===== src/rtl/bram_port_arbiter_if.sv =====
// Requester-side and BRAM-side signals of the shared BRAM port arbiter.
// The slave modport is the arbiter; the master modport is the requesters plus the BRAM.
interface bram_port_arbiter_if #(
    parameter int NUM_REQ    = 4,
    parameter int ADDR_WIDTH = 4,
    parameter int DATA_WIDTH = 8
);
    logic [NUM_REQ-1:0]            req_valid;
    logic [NUM_REQ-1:0]            req_ready;
    logic [NUM_REQ-1:0]            req_we;
    logic [NUM_REQ*ADDR_WIDTH-1:0] req_addr;
    logic [NUM_REQ*DATA_WIDTH-1:0] req_wdata;
    logic [NUM_REQ-1:0]            rsp_valid;
    logic [DATA_WIDTH-1:0]         rsp_data;
    logic [ADDR_WIDTH-1:0]         bram_addr;
    logic                          bram_we;
    logic [DATA_WIDTH-1:0]         bram_wdata;
    logic [DATA_WIDTH-1:0]         bram_rdata;

    modport slave (
        input  req_valid, req_we, req_addr, req_wdata, bram_rdata,
        output req_ready, rsp_valid, rsp_data, bram_addr, bram_we, bram_wdata
    );

    modport master (
        output req_valid, req_we, req_addr, req_wdata, bram_rdata,
        input  req_ready, rsp_valid, rsp_data, bram_addr, bram_we, bram_wdata
    );
endinterface


===== src/rtl/bram_port_arbiter.sv =====
// Round-robin arbiter with bounded bursts sharing one single-port BRAM among NUM_REQ
// requesters; read data is steered back one cycle after the read is accepted.
module bram_port_arbiter #(
    parameter int NUM_REQ    = 4,
    parameter int ADDR_WIDTH = 4,
    parameter int DATA_WIDTH = 8,
    parameter int BURST_MAX  = 4
) (
    input logic                clk,
    input logic                rst_n,
    bram_port_arbiter_if.slave bus
);
    localparam int IDX_W = (NUM_REQ > 1) ? $clog2(NUM_REQ) : 1;
    localparam int CNT_W = $clog2(BURST_MAX + 1);
    localparam logic [CNT_W-1:0] CNT_MAX  = CNT_W'(BURST_MAX);
    localparam logic [IDX_W-1:0] IDX_LAST = IDX_W'(NUM_REQ - 1);

    logic [IDX_W-1:0]   last_q, last_d;
    logic [CNT_W-1:0]   cnt_q, cnt_d;
    logic [NUM_REQ-1:0] rd_pend_q, rd_pend_d;

    logic [ADDR_WIDTH-1:0] addr_arr  [NUM_REQ];
    logic [DATA_WIDTH-1:0] wdata_arr [NUM_REQ];

    genvar gi;
    generate
        for (gi = 0; gi < NUM_REQ; gi++) begin : g_unpack
            assign addr_arr[gi]  = bus.req_addr[gi*ADDR_WIDTH +: ADDR_WIDTH];
            assign wdata_arr[gi] = bus.req_wdata[gi*DATA_WIDTH +: DATA_WIDTH];
        end
    endgenerate

    logic [IDX_W-1:0]   start_idx;
    logic [IDX_W-1:0]   grant_idx;
    logic               grant_any;
    logic [NUM_REQ-1:0] grant_oh;

    // Circular scan from start_idx; the owner of an unfinished burst is scanned first.
    always_comb begin
        logic [IDX_W-1:0] cand;
        cand      = '0;
        start_idx = (cnt_q < CNT_MAX) ? last_q
                  : ((last_q == IDX_LAST) ? '0 : last_q + 1'b1);
        grant_any = 1'b0;
        grant_idx = '0;
        for (int k = 0; k < NUM_REQ; k++) begin
            cand = IDX_W'((int'(start_idx) + k) % NUM_REQ);
            if (!grant_any && bus.req_valid[cand]) begin
                grant_any = 1'b1;
                grant_idx = cand;
            end
        end
        // Nothing is granted or driven to the BRAM while reset is held.
        if (!rst_n) begin
            grant_any = 1'b0;
        end
        grant_oh = '0;
        if (grant_any) begin
            grant_oh[grant_idx] = 1'b1;
        end
    end

    always_comb begin
        last_d    = last_q;
        cnt_d     = cnt_q;
        rd_pend_d = '0;
        if (grant_any) begin
            last_d = grant_idx;
            if (grant_idx == last_q) begin
                cnt_d = (cnt_q == CNT_MAX) ? CNT_MAX : cnt_q + 1'b1;
            end else begin
                cnt_d = CNT_W'(1);
            end
            if (!bus.req_we[grant_idx]) begin
                rd_pend_d = grant_oh;
            end
        end else begin
            // An idle cycle ends the burst so the next search begins past the last grantee.
            cnt_d = CNT_MAX;
        end
    end

    always_ff @(posedge clk or negedge rst_n) begin
        if (!rst_n) begin
            last_q    <= IDX_LAST;
            cnt_q     <= CNT_MAX;
            rd_pend_q <= '0;
        end else begin
            last_q    <= last_d;
            cnt_q     <= cnt_d;
            rd_pend_q <= rd_pend_d;
        end
    end

    assign bus.req_ready  = grant_oh;
    assign bus.bram_we    = grant_any & bus.req_we[grant_idx];
    assign bus.bram_addr  = grant_any ? addr_arr[grant_idx]  : '0;
    assign bus.bram_wdata = grant_any ? wdata_arr[grant_idx] : '0;
    assign bus.rsp_valid  = rd_pend_q;
    assign bus.rsp_data   = bus.bram_rdata;
endmodule


===== src/flat_wrapper.sv =====
// flat-port wrapper written by rule: the top's interface ports become plain ports
module bram_port_arbiter_flat 
#(
    parameter int NUM_REQ    = 4,
    parameter int ADDR_WIDTH = 4,
    parameter int DATA_WIDTH = 8,
    parameter int BURST_MAX  = 4
)
  (clk, rst_n, bus_req_valid, bus_req_we, bus_req_addr, bus_req_wdata, bus_bram_rdata, bus_req_ready, bus_rsp_valid, bus_rsp_data, bus_bram_addr, bus_bram_we, bus_bram_wdata);
  bram_port_arbiter_if #(.NUM_REQ(NUM_REQ), .ADDR_WIDTH(ADDR_WIDTH), .DATA_WIDTH(DATA_WIDTH)) bus_i ();
  input logic clk;
  input logic rst_n;
  input wire logic [$bits(bus_i.req_valid)-1:0] bus_req_valid;
  input wire logic [$bits(bus_i.req_we)-1:0] bus_req_we;
  input wire logic [$bits(bus_i.req_addr)-1:0] bus_req_addr;
  input wire logic [$bits(bus_i.req_wdata)-1:0] bus_req_wdata;
  input wire logic [$bits(bus_i.bram_rdata)-1:0] bus_bram_rdata;
  output wire logic [$bits(bus_i.req_ready)-1:0] bus_req_ready;
  output wire logic [$bits(bus_i.rsp_valid)-1:0] bus_rsp_valid;
  output wire logic [$bits(bus_i.rsp_data)-1:0] bus_rsp_data;
  output wire logic [$bits(bus_i.bram_addr)-1:0] bus_bram_addr;
  output wire logic [$bits(bus_i.bram_we)-1:0] bus_bram_we;
  output wire logic [$bits(bus_i.bram_wdata)-1:0] bus_bram_wdata;
  assign bus_i.req_valid = bus_req_valid;
  assign bus_i.req_we = bus_req_we;
  assign bus_i.req_addr = bus_req_addr;
  assign bus_i.req_wdata = bus_req_wdata;
  assign bus_i.bram_rdata = bus_bram_rdata;
  assign bus_req_ready = bus_i.req_ready;
  assign bus_rsp_valid = bus_i.rsp_valid;
  assign bus_rsp_data = bus_i.rsp_data;
  assign bus_bram_addr = bus_i.bram_addr;
  assign bus_bram_we = bus_i.bram_we;
  assign bus_bram_wdata = bus_i.bram_wdata;
  bram_port_arbiter #(.NUM_REQ(NUM_REQ), .ADDR_WIDTH(ADDR_WIDTH), .DATA_WIDTH(DATA_WIDTH), .BURST_MAX(BURST_MAX)) u_core (.clk(clk), .rst_n(rst_n), .bus(bus_i));
endmodule

===== config.mk =====
export PLATFORM = sky130hd
export DESIGN_NAME = bram_port_arbiter_flat
export DESIGN_NICKNAME = d
export VERILOG_FILES = /design/src/rtl/bram_port_arbiter_if.sv /design/src/rtl/bram_port_arbiter.sv /design/src/flat_wrapper.sv
export SDC_FILE = /design/constraint.sdc
export NUM_CORES = 1
export LEC_CHECK = 0
export BUFFER_PORTS_ARGS = -buffer_cell sky130_fd_sc_hd__buf_4
export CORE_ASPECT_RATIO = 1.4
export CORE_MARGIN = 2
export CORE_UTILIZATION = 36
export DETAILED_ROUTE_END_ITERATION = 12
export HOLD_SLACK_MARGIN = 0.03
export PLACE_DENSITY = 0.78
export SLEW_MARGIN = 40
export SYNTH_ARGS = -nofsm -noshare
export SYNTH_HDL_FRONTEND = slang
export SYNTH_SLANG_ARGS = --single-unit

===== constraint.sdc =====
create_clock -name clk -period 2.85 [get_ports clk]
set_clock_uncertainty 0.2 [all_clocks]
set_input_delay 0.1425 -clock clk [delete_from_list [all_inputs] [get_ports clk]]
set_output_delay 0.1425 -clock clk [all_outputs]
set_load 0.01 [all_outputs]

# == Word-level counts from Yosys, hierarchy flattened ==
# Cells that the tools add are included.
# totals
input_bits,66
regBits,9
# op_classes
eq_ne,3
bitwise_logic,2
n_reduce_logical,7
muxes,37
n_lt_le_gt_ge,8
n_addsub,5
# op_table
op,count
$mux 4,6
$mux 8,3
$bmux 8 s2,1
$lt 2x3->1 const B,5
$mux 2,6
$mux 1,11
$bmux 1 s2,5
$mux 3,3
$bmux 4 s2,1
$add 2x1->2 const B,2
$add 2x2->2 const B,2
$logic_and 1x1->1,4
$add 3x1->3 const B,1
$eq 3x3->1 const B,1
$ge 3x3->1 const B,1
$logic_not 1->1,3
$lt 3x3->1 const B,1
$not 2->3,1
$demux 1 s2,1
$eq 2x2->1,1
$eq 2x2->1 const B,1
$ge 2x1->1 const B,1
$and 1x1->1,1

# == Logic depth before layout (Yosys ltp) ==
# depth
word_depth,22
ltp_mapped,9
mapped_depth_nobuf,6

# == Worst setup path before layout ==
# No wires, ideal clock.
# synth_timing
path_kind,reg2out
start,reg u_core.last_q[0]
end,out bus_bram_wdata[2]
slack_ns,-0.081
arrival_ns,2.589
path_stages_with_launch,10
n_path_buf,3
path_cell_list,dfstp_2 ha_1 mux2_2 and4_4 buf_6 or3_4 buf_6 buf_6 mux2i_1 a211oi_1
# synth_via
elab_chain_cells,20
elab_cells_between_ends,35
# synth_lines
element,line,text
from (decl),bram_port_arbiter.sv:18,"logic [IDX_W-1:0] last_q, last_d;"
from (signal assigned),bram_port_arbiter.sv:89,last_q <= last_d;
$add 2x1->2 / $eq 2x2->1 (equally long branches),bram_port_arbiter.sv:43,: ((last_q == IDX_LAST) ? '0 : last_q + 1'b1);
$mux 2,bram_port_arbiter.sv:43,
$mux 2 (*),bram_port_arbiter.sv:42,start_idx = (cnt_q < CNT_MAX) ? last_q
"parallel branches: the longest is 16 deep, another holds $add 2x1->2",--,
$mux 8 (*),bram_port_arbiter.sv:98,assign bus.bram_wdata = grant_any ? wdata_arr[grant_idx] : '0;
to (decl),flat_wrapper.sv:23,output wire logic [$bits(bus_i.bram_wdata)-1:0] bus_bram_wdata;
# Mark *: on every way between the ends. The select of a mux whose other input is x is not followed.

# == Worst setup path after layout ==
# layout_timing
start,reg u_core.last_q[1]
end,out bus_bram_wdata[7]
# Same word-level chain as after synthesis.

==> key figures <==
Drt
  • DR vias: 1,606
  • Vias/cell: 5.99
  • Final wirelength: 5290 um
  • Avg WL per Cell: 19.7 um
  • Final ANT Viol Nets: 0
  • DRT Pass-1 Iters: 4
  • DRC violations left: 0
  • DR iter-0 viols: 40

Global route
  • Initial antenna violation count: 0
  • First-pass GRT wire length: 7530 um
  • Vias in the first global route: 1,571
  • GRT overflow: 0
  • Pin count of the biggest net entering global routing: 27
  • Gr usage total: 26.0%

Logic synthesis
  • EDFF count, synth: 0
  • Ys async rst share: 100%
  • Post-synthesis sequential area ratio: 19.2%
  • Syn Area/Cell: 9.02 sq um
  • Post-synthesis net count: 201
  • Top FF cell, synth: dfrtp_1
  • Number of synthesized register bits: 9
  • Netlist cell types: 37
  • Synthesized cell area: 1190 sq um
  • Cells after synthesis: 132
  • Ys Warns: 0

Power
  • Sequential group share of total power: 8.2%
  • Power share of the clock group: 5.7%
  • Total power divided by cell area: 1180 nW/um^2
  • Internal: 1.49 mW
  • Static Leak: 1.01 nW
  • Peak supply drop: 0.871 mV
  • Comb power frac: 86.1%
  • Sw Share: 45.1%
  • Sw power: 1.23 mW

STA
  • Maximum clock rate: 327 MHz
  • Minimum clock period: 3.06 ns
  • Final hold vios: 0
  • Setup TNS: -1.81 ns
  • Fin crit share: 107%
  • Final setup margin: -0.207 ns
  • Final setup fails: 14
  • Relative slew slack: 56.0%
  • Tightest Pin Transition: 0.658 ns
  • RSZ-0062 raised after global routing: true
  • Max-slew violation count: 0

Floorplan
  • Die ar.: 3790 sq um
  • Die W: 52.6 um
  • Top Ports: 95
  • Die Ht: 72.1 um
  • Effective utilization at floorplan: 37.8%
  • Row count: 24
  • Core Box Area: 3150 sq um

Outcome
  • Failing checks: negative setup slack
  • Status: complete, but fails checks

Clocking
  • H-tree Lvls: 1
  • CTS clock-pin slew for the worst setup and hold paths: 0.05 ns
  • CTS root buf: clkbuf_8
  • CTS buffer count: 3
  • CTS sink cnt: 9
  • Max clock buf depth: 2
  • TritonCTS clock tree: done
  • Worst skew pair latency: 0.24 ns

Min path
  • Min-Delay Path Class: input port to async pin

Setup path
  • Req. time, crit path: 2.51 ns
  • Critical Path Fanout Max: 7
  • Kind of critical path: register to output port
  • Worst EP arrival: 2.71 ns
  • Worst R2R End: u_core.cnt_q[0]$_DFF_PN0_
  • Worst r2r path cells: 7
  • FF-to-FF Start: u_core.last_q[1]$_DFFE_PN1P_
  • Critical Path Source Type: register
  • CP endpoint kind: output port
  • Flop2flop setup slack: 0.07 ns

Layout
  • Nets@finish: 299
  • Antenna diodes: 0
  • Layout cells sized above 1: 66.4%
  • Fin cells: 268
  • # fillers: 228
  • Area Overhead vs Synth: 92.9%
  • Final core occ: 72.9%

Placement
  • Placed wire-length estimate: 3460 um
  • IO buf count: 78
  • Placed cells: 248
  • GP Congestion: 0.937

Job
  • Total of max-cap violations: 0
-- through the flow --
stage / setup slack [ns] / power, mW / cell area [sq um] / hold WS, ns
floorplan: 0.0291 / 1.25 / 1220 / -0.353
CTS: -0.124 / 2.38 / 2170 / 0.0835
global placement: -0.0275 / 1.84 / 1900 / -0.220
finish: -0.207 / 2.72 / 2300 / 0.0850
global route: -0.274 / 2.86 / 2300 / 0.0850
detailed placement: -0.0594 / 1.90 / 1900 / -0.215
-- area by class of cell --
| cell class | instances | area, sq um | share of cell area (%) |
|---|---|---|---|
| multi-input combinational | 102 | 1070 | 46.7 |
| timing repair buffer | 111 | 891 | 38.8 |
| sequential | 9 | 229 | 9.97 |
| tap | 39 | 48.8 | 2.12 |
| clock buffer | 4 | 45.0 | 1.96 |
| inverter | 3 | 11.3 | 0.490 |
-- worst max path at each step --
stage | startpoint | endpoint | depth (start not counted)
6_report | u_core.last_q[1]$_DFFE_PN1P_ | bus_bram_wdata[7] | 8
3_5_place_dp | u_core.last_q[0]$_DFFE_PN1P_ | bus_bram_wdata[6] | 8
2_1_floorplan | u_core.last_q[0]$_DFFE_PN1P_ | bus_bram_wdata[2] | 9
3_3_place_gp | u_core.last_q[0]$_DFFE_PN1P_ | bus_bram_wdata[2] | 9
5_1_grt | u_core.last_q[1]$_DFFE_PN1P_ | bus_bram_wdata[7] | 8
4_1_cts | u_core.last_q[1]$_DFFE_PN1P_ | bus_bram_wdata[0] | 8
-- kinds of logic after synthesis --
family / synth area share [%]
compound gates: 33.9
buf+inv: 11.9
xor+xnor: 1.37
simple gates: 16.6
mux: 13.9
fa+ha+maj: 3.15
flops: 19.2
-- cells in the final DEF (no fill, tap or decap), types with 2 or more instances in the layout --
| cell type | netlist | layout |
|---|---|---|
| a21oi_1 | 2 | 2 |
| nand2_1 | 4 | 3 |
| nor4_2 | 2 | 2 |
| dfrtp_1 | 6 | 6 |
| buf_12 | 0 | 3 |
| a211oi_1 | 13 | 6 |
| nor2_1 | 4 | 2 |
| a2111oi_4 | 0 | 3 |
| clkbuf_8 | 0 | 3 |
| nor3_1 | 5 | 4 |
| a2111oi_2 | 0 | 9 |
| o31a_1 | 13 | 13 |
| inv_1 | 3 | 3 |
| a211oi_2 | 0 | 7 |
| o21ai_0 | 3 | 3 |
| and3_4 | 0 | 2 |
| buf_6 | 3 | 2 |
| nor4_1 | 3 | 3 |
| buf_4 | 8 | 101 |
| mux2i_1 | 14 | 13 |
| dfstp_2 | 3 | 3 |
| ha_1 | 3 | 2 |
| nand3_1 | 2 | 2 |
| nor3_4 | 1 | 2 |
| nand2b_1 | 3 | 3 |
| dlygate4sd3_1 | 0 | 5 |
-- cell usage after synthesis, types with 2 or more instances --
library cell / instances / area share, %
nor2_1: 4 / 1.3
o21ai_0: 3 / 1.3
a211oi_1: 13 / 8.2
buf_4: 8 / 5.0
clkbuf_1: 7 / 2.2
nor3_1: 5 / 2.1
nand2_1: 4 / 1.3
dfrtp_1: 6 / 13
nor4_1: 3 / 1.6
inv_1: 3 / 0.95
ha_1: 3 / 3.2
o31a_1: 13 / 9.6
nor4_2: 2 / 2.1
a2111oi_0: 13 / 9.6
dfstp_2: 3 / 6.6
buf_6: 3 / 2.8
nand3_1: 2 / 0.84
a21oi_1: 2 / 0.84
nand2b_1: 3 / 1.6
mux2i_1: 14 / 12
buf_2: 2 / 0.84
-- metal layers --
| layer | GRT usage [%] | part of all wire, % | vias up | wire, um |
|---|---|---|---|---|
| met5 | 0 | 0 | - | 0 |
| met4 | 10.5 | 1.8 | 0 | 95 |
| met3 | 3.70 | 5.1 | 12 | 272 |
| met2 | 49.4 | 58 | 68 | 3050 |
| met1 | 27.4 | 35 | 798 | 1870 |
| li1 | - | - | 728 | - |
-- power by group through the flow --
stage	sequential, mW	clock (mW)	combinational (mW)
4_1_cts	0.223	0.156	2.00
3_3_place_gp	0.216	0	1.62
5_1_grt	0.228	0.161	2.47
6_report	0.223	0.155	2.34
2_1_floorplan	0.230	0	1.02
3_5_place_dp	0.221	0	1.68
-- repair_timing --
item,in CTS,in global routing
endpoints found under the hold margin,13,0
endpoints found under the setup margin,17,16
pin swaps,16,3
buffers inserted,7,3
hold buffers,5,0
resized for setup,27,17
cloned,1,1
-- registers in the layout, summed over array words and instances, names as in the netlist --
name	flops
u_core.bus.rsp_valid	4
u_core.cnt_q	3
u_core.last_q	2
-- critical path, stage by stage, from the launching register on --
cell and delay (ns):
dfstp_2 0.55, ha_4 0.21, mux2_4 0.31, mux2i_4 0.25, or3_4 0.44, buf_12 0.16, mux2i_1 0.12, a211oi_1 0.26
buf_4 0.18
Power figures use the tool's default switching activity.
